[src/rtl/floor_call_pkg.sv]
// Shared constants, floor index type and priority helper for the floor call path.
package floor_call_pkg;

    localparam int unsigned NUM_FLOORS_DEFAULT = 3;
    localparam int unsigned FLOOR_W            = 2;

    typedef logic [FLOOR_W-1:0] floor_idx_t;

    function automatic int unsigned lowest_set(input logic [31:0] v);
        logic found;
        lowest_set = 0;
        found      = 1'b0;
        for (int unsigned i = 0; i < 32; i++) begin
            if (v[i] && !found) begin
                lowest_set = i;
                found      = 1'b1;
            end
        end
    endfunction

endpackage

[src/rtl/floor_call_register_button_debounce.sv]
// Two-flop synchronizer, optional debounce counter (FLOOR_CALL_DEBOUNCE_EN) and rising-edge pulse.
module button_debounce #(
    parameter int unsigned DEBOUNCE_CYCLES = 16
) (
    input  logic clk,
    input  logic rst,
    input  logic raw,
    output logic stable,
    output logic rise
);

    logic sync1_q;
    logic sync2_q;
    logic stable_lvl;
    logic prev_q;

    if (DEBOUNCE_CYCLES < 2) begin : g_bad_cycles
        $error("DEBOUNCE_CYCLES must be at least 2");
    end

`ifdef FLOOR_CALL_DEBOUNCE_EN
    localparam int unsigned CW = (DEBOUNCE_CYCLES > 2) ? $clog2(DEBOUNCE_CYCLES) : 1;

    logic [CW-1:0] cnt_q;
    logic [CW-1:0] cnt_d;
    logic          stable_q;
    logic          stable_d;

    // The flip happens on the sample that would take the count to DEBOUNCE_CYCLES-1.
    always_comb begin
        cnt_d    = '0;
        stable_d = stable_q;
        if (sync2_q != stable_q) begin
            if (cnt_q == CW'(DEBOUNCE_CYCLES - 2)) begin
                stable_d = sync2_q;
            end else begin
                cnt_d = cnt_q + 1'b1;
            end
        end
    end

    always_ff @(posedge clk or posedge rst) begin
        if (rst) begin
            cnt_q    <= '0;
            stable_q <= 1'b0;
        end else begin
            cnt_q    <= cnt_d;
            stable_q <= stable_d;
        end
    end

    assign stable_lvl = stable_q;
`else
    assign stable_lvl = sync2_q;
`endif

    always_ff @(posedge clk or posedge rst) begin
        if (rst) begin
            sync1_q <= 1'b0;
            sync2_q <= 1'b0;
            prev_q  <= 1'b0;
        end else begin
            sync1_q <= raw;
            sync2_q <= sync1_q;
            prev_q  <= stable_lvl;
        end
    end

    assign stable = stable_lvl;
    assign rise   = stable_lvl & ~prev_q;

endmodule

[src/rtl/floor_call_register.sv]
// Floor call latch with lowest-floor valid/ready offer and active-low lamps.
// Debounce counters are built only when FLOOR_CALL_DEBOUNCE_EN is defined.
module floor_call_register
    import floor_call_pkg::*;
#(
    parameter int unsigned NUM_FLOORS      = NUM_FLOORS_DEFAULT,
    parameter int unsigned DEBOUNCE_CYCLES = 16,
    parameter int unsigned FLOOR_W         = floor_call_pkg::FLOOR_W
) (
    input  logic                  clk,
    input  logic                  rst,
    input  logic [NUM_FLOORS-1:0] button_in,
    input  logic                  reset_in,
    input  logic                  served_valid,
    input  logic [FLOOR_W-1:0]    served_floor,
    output logic                  call_valid,
    output logic [FLOOR_W-1:0]    call_floor,
    input  logic                  call_ready,
    output logic [NUM_FLOORS-1:0] pending,
    output logic [NUM_FLOORS-1:0] lamp_n,
    output logic                  soft_reset
);

    if ((2 ** FLOOR_W) < NUM_FLOORS) begin : g_bad_width
        $error("FLOOR_W too narrow for NUM_FLOORS");
    end

    logic [NUM_FLOORS-1:0] press;
    logic [NUM_FLOORS-1:0] btn_stable;
    logic                  rst_stable;
    logic                  rst_rise;
    logic                  unused_stable;

    for (genvar g = 0; g < NUM_FLOORS; g++) begin : g_btn
        button_debounce #(.DEBOUNCE_CYCLES(DEBOUNCE_CYCLES)) u_btn (
            .clk    (clk),
            .rst    (rst),
            .raw    (button_in[g]),
            .stable (btn_stable[g]),
            .rise   (press[g])
        );
    end

    button_debounce #(.DEBOUNCE_CYCLES(DEBOUNCE_CYCLES)) u_reset_btn (
        .clk    (clk),
        .rst    (rst),
        .raw    (reset_in),
        .stable (rst_stable),
        .rise   (rst_rise)
    );

    assign unused_stable = ^{btn_stable, rst_stable};

    logic [NUM_FLOORS-1:0] pending_q, pending_d;
    logic [NUM_FLOORS-1:0] dispatched_q, dispatched_d;
    logic                  call_valid_q, call_valid_d;
    logic [FLOOR_W-1:0]    call_floor_q, call_floor_d;
    logic                  soft_reset_q;
    logic [NUM_FLOORS-1:0] clr;
    logic [NUM_FLOORS-1:0] offer_mask;
    logic [NUM_FLOORS-1:0] avail;
    logic                  accept;

    always_comb begin
        clr        = '0;
        offer_mask = '0;
        for (int unsigned i = 0; i < NUM_FLOORS; i++) begin
            clr[i]        = served_valid && (served_floor == FLOOR_W'(i));
            offer_mask[i] = (call_floor_q == FLOOR_W'(i));
        end
        accept = call_valid_q && call_ready;

        // Clear is applied after set so a same-cycle press on a served floor is dropped.
        pending_d = (pending_q | press) & ~clr;
        if (rst_rise) begin
            pending_d = '0;
        end
        dispatched_d = (dispatched_q | (accept ? offer_mask : '0)) & pending_d;

        // The accepted floor is masked here because its dispatched bit lands only at this edge.
        avail = pending_q & ~dispatched_q & ~clr & ~(accept ? offer_mask : '0);

        call_valid_d = |avail;
        call_floor_d = FLOOR_W'(lowest_set(32'(avail)));
        if (rst_rise) begin
            call_valid_d = 1'b0;
            call_floor_d = '0;
        end else if (call_valid_q && !call_ready && !(|(offer_mask & clr))) begin
            call_valid_d = 1'b1;
            call_floor_d = call_floor_q;
        end
    end

    always_ff @(posedge clk or posedge rst) begin
        if (rst) begin
            pending_q    <= '0;
            dispatched_q <= '0;
            call_valid_q <= 1'b0;
            call_floor_q <= '0;
            soft_reset_q <= 1'b0;
        end else begin
            pending_q    <= pending_d;
            dispatched_q <= dispatched_d;
            call_valid_q <= call_valid_d;
            call_floor_q <= call_floor_d;
            soft_reset_q <= rst_rise;
        end
    end

    assign pending    = pending_q;
    assign lamp_n     = ~pending_q;
    assign call_valid = call_valid_q;
    assign call_floor = call_floor_q;
    assign soft_reset = soft_reset_q;

endmodule
[config.mk]
export PLATFORM = sky130hd
export DESIGN_NAME = floor_call_register
export DESIGN_NICKNAME = d
export VERILOG_FILES = /design/src/rtl/floor_call_pkg.sv /design/src/rtl/floor_call_register_button_debounce.sv /design/src/rtl/floor_call_register.sv
export SDC_FILE = /design/constraint.sdc
export NUM_CORES = 1
export LEC_CHECK = 0
export ABC_AREA = 1
export BUFFER_PORTS_ARGS = -buffer_cell sky130_fd_sc_hd__clkbuf_2
export CORE_UTILIZATION = 25
export DETAILED_ROUTE_END_ITERATION = 16
export GPL_TIMING_DRIVEN = 0
export PLACE_DENSITY_LB_ADDON = 0.12
export REMOVE_ABC_BUFFERS = 1
export SLEW_MARGIN = 20
export SYNTH_ARGS = -nofsm -noshare
export SYNTH_HDL_FRONTEND = slang
export SYNTH_SLANG_ARGS = --single-unit
[constraint.sdc]
create_clock -name clk -period 1.4 [get_ports clk]
set_input_delay 0.35 -clock clk [delete_from_list [all_inputs] [get_ports clk]]
set_output_delay 0.35 -clock clk [all_outputs]
set_load 0.05 [all_outputs]
After elaboration in Yosys (flattened, before gate mapping). Cells that the tools add are included.

Bits in registers: 22. Input port bits: 10. Logic and storage cells: 68.

Equality and inequality tests: 5. Multiplexer cells: 10. Bitwise operators: 20. Reduce and logical (&&, ||, !) cells: 16.

Operators by type and width (count): $and 3x3->3 (6); $not 3->3 (4); $logic_and 1x1->1 (8); $mux 2 (3); $mux 3 (2); $or 3x3->3 (2); $reduce_or 3->1 (2); $mux 1 (5); $and 1x1->1 (4); $eq 2x1->1 const B (2); $eq 2x2->1 const B (2); $logic_not 1->1 (4); $logic_not 2->1 (2); $not 1->1 (4); $ne 2x2->1 const B (1).

Longest topological paths before layout. Gate-level depths: netlist of run 1.

Word-level depth: 14. Depth in mapped cells: 8. Mapped depth without buffers: 8.

Cells and area by module. A second synthesis of run 1 with hierarchy kept.

Cell total of the unflattened synthesis: 93. Area, all modules: 902.1 µm².

Modules (own cells, without submodules): floor_call_register (times used 1, cells each 69, area an instance 546.8 µm²); button_debounce (times used 4, cells each 6, area an instance 88.8 µm²).

Least setup slack after synthesis of run 1. Ideal clock, no wire load.

Path type: register to register. Start point: reg pending_q[2], in the netlist pending[2]. End point: reg call_floor_q[1], in the netlist call_floor[1]. Data arrival time: 1.524 ns. Required time: 1.333 ns. Slack: -0.191 ns. Stages on the path, launching flop included: 9. Path buffers: 0. Clock period less this slack: 1.591 ns. Cells stage by stage: dfrtp_1 inv_1 nor2_1 nand2_1 nor2_1 nand2_1 nor2_1 nand2_1 nand2_1.

Cells in the longest elaborated chain, start to end: 7.

Ends and longest elaborated chain: from (decl) (line floor_call_register.sv:54) `logic [NUM_FLOORS-1:0] pending_q, pending_d;`; from (signal assigned) (line floor_call_register.sv:102) `pending_q <= pending_d;`; $and 3x3->3 (3 in series) (line floor_call_register.sv:81) `avail = pending_q & ~dispatched_q & ~clr & ~(accept ? offer_mask : '0);`; $logic_and 1x1->1 (line floor_call_pkg.sv:14) `if (v[i] && !found) begin`; $mux 2 (line floor_call_pkg.sv:14); $mux 2 (line floor_call_register.sv:88) `end else if (call_valid_q && !call_ready && !(|(offer_mask & clr))) begin`; $mux 2 (line floor_call_register.sv:85) `if (rst_rise) begin`; to (signal assigned) (line floor_call_register.sv:105) `call_floor_q <= call_floor_d;`; to (decl) (line floor_call_register.sv:57) `logic [FLOOR_W-1:0] call_floor_q, call_floor_d;`.

Every way passes these cells. The select of a mux whose other input is x is not followed. A chain may end at the register's enable or synchronous reset.

Worst setup path after layout of run 1.
Start point: reg pending_q[0], in the netlist pending[0]. End point: out lamp_n[0].

Cells in the longest elaborated chain, start to end: 1.

Ends and longest elaborated chain: $not 3->3 (line floor_call_register.sv:111) `assign lamp_n = ~pending_q;`; to (decl) (line floor_call_register.sv:20) `output logic [NUM_FLOORS-1:0] lamp_n,`.

Every way passes these cells.

==> results of run 1 <==
-- cells by family (layout without fill, tap and decap cells) --
| group | after synthesis | in the layout |
|---|---|---|
| compound gates | 8 | 8 |
| buf+inv | 16 | 40 |
| flops | 22 | 22 |
| simple gates | 43 | 43 |
-- routing by layer --
metal,vias up,global-route usage [%]
met5,-,0
met4,0,6.98
met3,2,1.95
met2,14,16.2
met1,299,12.1
li1,319,-
-- worst max-delay path, stage by stage (launching register included) --
cell and delay [ns]:
dfrtp_1 0.41, inv_1 0.10, clkbuf_8 0.18
-- report_power, final --
part           total (mW)  switching (mW)  leakage (nW)  internal (mW)
clock network       0.479           0.189        0.0279          0.289
logic               0.354           0.250         0.297          0.104
registers           0.718          0.0321         0.267          0.686
-- cell type report --
cell class              count  area, sq um  share of cell area (%)
clock inverters             1         30.0                    2.78
repair buffers             20          135                    12.5
inverters                  16         60.1                    5.56
flip-flops and latches     22          553                    51.2
multi-input cells          51          225                    20.8
clock buffers               3         22.5                    2.08
well taps                  44         55.1                    5.09
-- cells in the final DEF, fill, tap and decap left out, types with 2 or more instances in the layout --
| cell type | count |
|---|---|
| inv_1 | 16 |
| clkbuf_2 | 14 |
| o21a_1 | 2 |
| dfrtp_2 | 2 |
| nand2_1 | 19 |
| nand3_1 | 7 |
| dfrtp_1 | 20 |
| nor2_1 | 14 |
| clkbuf_8 | 2 |
| a21oi_1 | 5 |
| clkbuf_4 | 5 |
-- what timing repair did --
item                                    CTS  global route
buffers inserted                          0             1
endpoints found under the setup margin    5             6
resized for setup                         8             4
-- stage by stage --
step	TNS, ns	hold WS (ns)	worst slack, ns
after floorplan	-0.438	0.331	-0.191
after global placement	0	0.333	0.127
after detailed placement	0	0.335	0.109
after CTS	0	0.112	0.00658
after global routing	0	0.105	0.00368
final	0	0.139	0.0555
-- worst paths after layout --
check	startpoint	end	slack, ns	cells past startpoint
max	pending[0]	lamp_n[0]	0.06	2
min	reset_in	u_reset_btn.sync1_q	0.14	1
max reg2reg	u_reset_btn.stable	call_floor[0]	0.16	6
min reg2reg	g_btn[0].u_btn.sync1_q	g_btn[0].u_btn.stable	0.36	0
max in group asynchronous	rst	call_floor[1]	0.66	2
min in group asynchronous	rst	u_reset_btn.sync1_q	0.17	2
-- sequential cells by signal, summed over array words and instances (netlist names) --
register and cells:
pending 3, g_btn.u_btn.stable 3, call_valid 1, g_btn.u_btn.sync1_q 3, u_reset_btn.stable 1, u_reset_btn.sync1_q 1, soft_reset 1, u_reset_btn.prev_q 1
dispatched_q 3, call_floor 2, g_btn.u_btn.prev_q 3
==> results.py, run 1 <==
metrics = {
    "outcome": {
        "outcome": "finished clean",
    },
    "grt": {
        "globalRoute.totalOverflow": 0,
        "grt_pass1_vias": 612,
        "grt_antenna_before_repair": 0,
        "grt_pass1_wl_mm": 2.57,
        "grt_usage_pct": 10.1,
        "grt_max_degree": 23,
    },
    "die": {
        "num_rows": 20,
        "ioPinCount": 20,
        "die_w_microns": 59.7,
        "core_sq_um": 3100,
        "dieArea_sq_um": 3570,
        "die_y_microns": 59.7,
        "start_util_pct": 26.9,
    },
    "yosys": {
        "synth_compound_area_share_pct": 5.71,
        "yosysWarnings": 0,
        "netlist_area_sq_um": 833,
        "synth-simple-area-share_pct": 21.0,
        "yosysMostFrequentCell": "dfrtp_1",
        "ys_types": 10,
        "yosysTopAreaCell": "dfrtp_1",
        "synthTopCellsByArea": "dfrtp_1 (66%), nand2_1 (8.6%), inv_1 (7.2%)",
        "synthTopCellsByCount": "dfrtp_1 (22), nand2_1 (19), inv_1 (16), nor2_1 (15), nand3_1 (7)",
        "synthAdderAreaFrac_pct": 0,
        "synth_area_per_cell_sq_um": 9.36,
        "syn_inst": 89,
        "synth-xor-area-share_pct": 0,
        "ys_ff_latch": 22,
        "synth.area.mux_share_pct": 0,
        "synth_top_family_by_area": "simple AND/OR/NAND/NOR gates",
        "yosys_most_used_dff": "dfrtp_1",
        "ys_seq_area_share_pct": 66.1,
        "synth_top_cell_area_share_pct": 66.1,
        "async_flop_share_pct": 100,
        "synth-edff-count": 0,
    },
    "detailed_routing": {
        "drtAntennaViolNets": 0,
        "routed_wl_mm": 1.47,
        "drt_pass1_iterations": 4,
        "vias": 634,
        "drtIter0Drc": 29,
        "maxUsedRoutingLayer": "met4",
        "drt-met1-wl_microns": 691,
        "wl_met2_microns": 704,
        "routed-wl-met3_microns": 58,
        "wire_per_inst_microns": 9.38,
        "routed_via_density": 4.04,
        "route.detailed.drc": 0,
    },
    "clocking": {
        "postCtsHoldBufs": 0,
        "cts.htree.levels": 1,
        "clock_path_buffers": 2,
        "cts_tree": "built",
        "cts_num_sinks": 22,
        "clock_latency_ns": 0.30,
        "cts.reportedPaths.clkPinSlew_ns": 0.12,
        "root_buffer": "clkbuf_4",
        "cts_buffers": 3,
    },
    "setup_path": {
        "crit_path_end_kind": "output pin",
        "cp-start-kind": "flop",
        "worst-path-max-fanout": 3,
        "arrival_ns": 0.99,
        "worstSetupPathType": "flop to output pin",
        "required_ns": 1.05,
    },
    "power": {
        "cellPowerDensity_nw_per_um2": 1430,
        "p_total_mw": 1.55,
        "p_leak_nw": 0.592,
        "ir_worst_vdd_v": 0.000450,
    },
    "final_layout": {
        "stdcell_area_sq_um": 1080,
        "fillCellCount": 352,
        "drive_gt1_share_pct": 23.9,
        "nNetsFinal": 124,
        "syn2layout_area_growth_pct": 29.7,
        "instances_no_fill": 157,
        "n_antenna_cell": 0,
        "final_core_util_pct": 34.8,
    },
    "timing": {
        "drv_slew": 0,
        "tightest_slew_ns": 0.834,
        "period_needed_ns": 1.34,
        "hold_viol": 0,
        "fin_skew_ns": 0.00478,
        "fmax_mhz": 744,
        "maxSlewHeadroom_pct": 44.4,
        "rsz0062_at_grt": "false",
        "layout_worst_path_cycle_share_pct": 96.0,
        "setup_viol": 0,
    },
    "placement": {
        "dpl.cell_count": 152,
        "gp_congestion": 0.746,
        "port_buffers": 19,
        "dpl-instance-area_sq_um": 983,
        "dp_hpwl_mm": 1.10,
    },
    "min_path": {
        "hp-class": "input pin to flop",
    },
    "job": {
        "cap_viol_max_count": 0,
    },
}
(Power assumes the default switching activity.)
==> run 2: changes to the inputs <==
CORE_UTILIZATION = 50   (was 25)
==> run 2 against run 1 <==
- clock power decreased by 30%
- critical endpoint unchanged
- maximum frequency about the same
- hold slack about the same
==> results.py, run 2 (same netlist as run 1, synthesis figures left out) <==
metrics = {
    "outcome": {
        "outcome": "finished clean",
    },
    "die": {
        "die_w_microns": 42.8,
        "dieArea_sq_um": 1830,
        "die_y_microns": 42.8,
        "num_rows": 14,
        "core_sq_um": 1520,
        "ioPinCount": 20,
        "start_util_pct": 54.7,
    },
    "grt": {
        "globalRoute.totalOverflow": 0,
        "grt_pass1_wl_mm": 2.23,
        "grt_pass1_vias": 566,
        "grt_usage_pct": 16.6,
        "grt_antenna_before_repair": 0,
        "grt_max_degree": 23,
    },
    "placement": {
        "port_buffers": 19,
        "dp_slack_ns": 0.177,
        "dp_hpwl_mm": 1.02,
        "gp_congestion": 0.721,
    },
    "timing": {
        "setup_viol": 0,
        "setup_ws_ns": 0.0567,
        "layout_worst_path_cycle_share_pct": 96.0,
        "drv_slew": 0,
        "fmax_mhz": 744,
        "fin_skew_ns": 0.00716,
        "hold_slack_ns": 0.139,
        "rsz0062_at_grt": "false",
        "tightest_slew_ns": 0.802,
        "maxSlewHeadroom_pct": 46.5,
        "hold_viol": 0,
        "period_needed_ns": 1.34,
        "tns_ns": 0,
    },
    "setup_path": {
        "reg2reg_from": "u_reset_btn.stable",
        "r2r_cells": 6,
        "cp-start-kind": "flop",
        "arrival_ns": 0.99,
        "required_ns": 1.05,
        "r2r_end": "call_floor[0]",
        "reg2reg_slack_ns": 0.14,
        "crit_path_end_kind": "output pin",
        "worstSetupPathType": "flop to output pin",
        "worst-path-max-fanout": 3,
        "crit_start": "pending[0]",
        "crit_path_end": "lamp_n[0]",
    },
    "clocking": {
        "cts.htree.levels": 1,
        "cts_tree": "built",
        "clock_latency_ns": 0.30,
        "cts_num_sinks": 22,
        "root_buffer": "clkbuf_4",
        "cts_buffers": 3,
        "cts.reportedPaths.clkPinSlew_ns": 0.11,
        "clock_path_buffers": 2,
    },
    "detailed_routing": {
        "drt_pass1_iterations": 4,
        "routed_via_density": 4.91,
        "vias": 634,
        "wire_per_inst_microns": 10.7,
        "routed_wl_mm": 1.38,
        "route.detailed.drc": 0,
        "drtIter0Drc": 27,
        "drtAntennaViolNets": 0,
    },
    "power": {
        "seq_power_share_pct": 51.1,
        "p_leak_nw": 0.582,
        "ir_worst_vdd_v": 0.000861,
        "power.share.clock_pct": 24.0,
        "combPwrFrac_pct": 24.9,
        "cellPowerDensity_nw_per_um2": 1380,
        "internal-power_mw": 0.939,
        "p_switching_mw": 0.458,
        "switching_share_pct": 32.8,
    },
    "job": {
        "cap_viol_max_count": 0,
    },
    "final_layout": {
        "fillCellCount": 130,
        "nNetsFinal": 124,
        "drive_gt1_share_pct": 21.2,
        "multiInputGateArea_sq_um": 223,
        "final_common_cell": "dfrtp_1",
        "mostFrequentLayoutCells": "dfrtp_1 (22), nand2_1 (19), inv_1 (16), nor2_1 (15), clkbuf_2 (14)",
        "final_core_util_pct": 66.2,
        "n_antenna_cell": 0,
        "seq_area_sq_um": 551,
        "syn2layout_area_growth_pct": 21.0,
    },
    "min_path": {
        "hp-class": "input pin to flop",
    },
}
-- run 2: changes by cell type in the layout (fill, tap and decap cells not counted), sizes merged --
cell | previous run | this run
buf | 2 | 4
bufinv | 1 | 0
clkbuf | 21 | 20
-- run 2: worst min-delay path by stage --
stage / end / startpoint / slack (ns) / depth (start not counted)
floorplan: g_btn[0].u_btn.stable / g_btn[0].u_btn.sync1_q / 0.33 / 0
global placement: g_btn[2].u_btn.stable / g_btn[2].u_btn.sync1_q / 0.33 / 0
detailed placement: g_btn[2].u_btn.stable / g_btn[2].u_btn.sync1_q / 0.34 / 0
CTS: g_btn[2].u_btn.sync1_q / button_in[2] / 0.14 / 1
global route: g_btn[1].u_btn.sync1_q / button_in[1] / 0.12 / 1
finish: g_btn[2].u_btn.sync1_q / button_in[2] / 0.14 / 1
-- run 2: power groups by stage --
| stage | clock, mW | combinational [mW] | sequential, mW |
|---|---|---|---|
| detailed placement | 0 | 0.322 | 0.731 |
| floorplan | 0 | 0.153 | 0.820 |
| finish | 0.335 | 0.348 | 0.714 |
| CTS | 0.347 | 0.331 | 0.718 |
| global route | 0.377 | 0.375 | 0.720 |
| global placement | 0 | 0.319 | 0.728 |
-- run 2: through the flow --
step                      power [mW]  instance area [sq um]  std cells
after floorplan                0.973                    833         89
after global placement          1.05                    948        124
after detailed placement        1.05                    948        124
after CTS                       1.40                    995        128
after global routing            1.47                   1010        129
final                           1.40                   1010        129
-- run 2: worst max-delay path, stage by stage, from the launching register on --
cell     delay, ns
dfrtp_1       0.41
inv_1         0.09
buf_4         0.20
-- run 2: routing by layer --
layer / GRT usage, % / up-vias / part of all wire (%)
met5: 0 / - / 0
met4: 7.50 / 0 / 2.3
met1: 19.8 / 288 / 44
met2: 28.2 / 20 / 49
li1: - / 320 / -
met3: 3.83 / 6 / 4.7
-- run 2: cell type report --
type | instances | share of cell area (%)
clock buffers | 4 | 3.60
inverters | 16 | 5.96
multi-input cells | 51 | 22.1
flip-flops and latches | 22 | 54.6
well taps | 16 | 1.99
repair buffers | 20 | 11.8
-- run 2: what timing repair did --
action | 4_1_cts | 5_1_grt
setup endpoints to repair | 4 | 5
buffers inserted | 0 | 1
hold buffers | 0 | 0
gates resized for setup | 4 | 6
==> run 3: changes to the inputs <==
CORE_MARGIN = 8   (was default)
CTS_CLUSTER_DIAMETER = 50   (was default)
==> run 3 against run 2 <==
- global-route usage decreased by 7.4 points
- maximum frequency increased by 0.55%
- largest power group unchanged
- cell area is 2.1% lower
- worst setup slack better by 0.0073 ns
- clock skew down 0.0059 ns
- via count shrank 2.4%
- critical path type unchanged
- count of clock-buffer cells in the layout fell by 1
- power decreased by 6.1%
- register-to-register slack better by 0.07 ns
- critical path depth unchanged
- routed wire length up 0.87%
==> results.py, run 3 (same netlist as run 1, synthesis figures left out) <==
metrics = {
    "power": {
        "p_total_mw": 1.31,
        "cellPowerDensity_nw_per_um2": 1330,
        "ir_worst_vdd_v": 0.000804,
        "p_leak_nw": 0.567,
    },
    "die": {
        "die_y_microns": 56.8,
        "start_util_pct": 54.1,
        "die_w_microns": 56.8,
        "dieArea_sq_um": 3230,
        "num_rows": 14,
        "core_sq_um": 1540,
        "ioPinCount": 20,
    },
    "timing": {
        "maxSlewHeadroom_pct": 48.4,
        "hold_viol": 0,
        "setup_viol": 0,
        "drv_slew": 0,
        "tightest_slew_ns": 0.773,
        "hold_slack_ns": 0.156,
        "tns_ns": 0,
        "period_needed_ns": 1.34,
        "fmax_mhz": 748,
        "fin_skew_ns": 0.00126,
        "setup_ws_ns": 0.0640,
        "rsz0062_at_grt": "false",
        "layout_worst_path_cycle_share_pct": 95.4,
    },
    "setup_path": {
        "r2r_end": "call_floor[0]",
        "r2r_cells": 6,
        "required_ns": 1.05,
        "worstSetupPathType": "flop to output pin",
        "crit_path_end_kind": "output pin",
        "reg2reg_slack_ns": 0.21,
        "crit_path_end": "lamp_n[2]",
        "reg2reg_from": "u_reset_btn.stable",
        "arrival_ns": 0.99,
        "worst-path-max-fanout": 3,
        "cp-start-kind": "flop",
        "crit_start": "pending[2]",
    },
    "grt": {
        "grt_max_degree": 23,
        "globalRoute.totalOverflow": 0,
        "met2_usage_pct": 15.4,
        "busiest_layer": "met2",
        "grt_pass1_vias": 610,
        "global_route.usage.met1_pct": 9.95,
        "grt_antenna_before_repair": 0,
        "grt_usage_pct": 9.22,
        "met3_usage_pct": 3.82,
        "grt_pass1_wl_mm": 2.46,
    },
    "clocking": {
        "clock_path_buffers": 2,
        "cts_tree": "built",
        "cts.htree.levels": 1,
        "clock_latency_ns": 0.29,
        "cts_buffers": 3,
        "root_buffer": "clkbuf_4",
        "cts_num_sinks": 22,
        "cts.reportedPaths.clkPinSlew_ns": 0.10,
    },
    "final_layout": {
        "n_antenna_cell": 0,
        "syn2layout_area_growth_pct": 18.5,
        "final_core_util_pct": 64.0,
        "nNetsFinal": 123,
        "drive_gt1_share_pct": 21.6,
        "mostFrequentLayoutCells": "dfrtp_1 (21), nand2_1 (18), inv_1 (16), nor2_1 (15), clkbuf_2 (14)",
        "final_common_cell": "dfrtp_1",
        "fillCellCount": 143,
    },
    "detailed_routing": {
        "routed_wl_mm": 1.39,
        "drtAntennaViolNets": 0,
        "drt_pass1_iterations": 4,
        "vias": 619,
        "drtIter0Drc": 9,
        "routed_via_density": 4.87,
        "wire_per_inst_microns": 10.9,
        "route.detailed.drc": 0,
    },
    "outcome": {
        "outcome": "finished clean",
    },
    "placement": {
        "port_buffers": 19,
        "dp_slack_ns": 0.156,
        "gp_congestion": 0.753,
        "dp_hpwl_mm": 1.13,
    },
    "job": {
        "cap_viol_max_count": 0,
    },
    "min_path": {
        "hp-class": "input pin to async pin",
    },
}
run 3: changes by cell type in the layout (fill, tap and decap cells not counted), sizes merged:
cell	change
buf	-2
run 3: worst min path at each step:
stage,end,slack [ns]
after floorplan,g_btn[0].u_btn.stable,0.33
after global placement,g_btn[1].u_btn.stable,0.33
after detailed placement,g_btn[0].u_btn.stable,0.34
after CTS,u_reset_btn.sync1_q,0.14
after global routing,g_btn[0].u_btn.sync1_q,0.13
final,g_btn[1].u_btn.stable,0.16
run 3: area by class of cell:
cell class                 instances  area, sq um  area share (%)
sequential                        22          552            55.9
tap                               16         20.0            2.03
clock buffer                       3         22.5            2.28
multi-input combinational         51          225            22.8
inverter                          16         60.1            6.08
timing repair buffer              19          108            10.9
run 3: power breakdown:
group / internal, mW / switching [mW]
combinational: 0.0885 / 0.244
clock: 0.100 / 0.160
sequential: 0.685 / 0.0328
run 3: metal layers:
metal	part of all wire, %	vias to the layer above
li1	-	316
met1	44	282
met2	48	17
met3	6.2	4
met4	1.7	0
met5	0	-
run 3: what timing repair did:
item                                    4_1_cts  5_1_grt
endpoints found under the setup margin        4        6
hold buffers                                  0        0
pin swaps                                     0        0
setup buffers                                 0        0
gates cloned                                  0        0
resized for setup                             4        6
run 3: critical path: stages, from the launching register on:
cell	delay, ns
dfrtp_1	0.40
inv_1	0.07
clkbuf_4	0.22
run 3: metrics by stage:
| stage | cells | cell area [sq um] |
|---|---|---|
| floorplan | 89 | 833 |
| global placement | 124 | 948 |
| detailed placement | 124 | 948 |
| CTS | 127 | 981 |
| global route | 127 | 987 |
| finish | 127 | 987 |
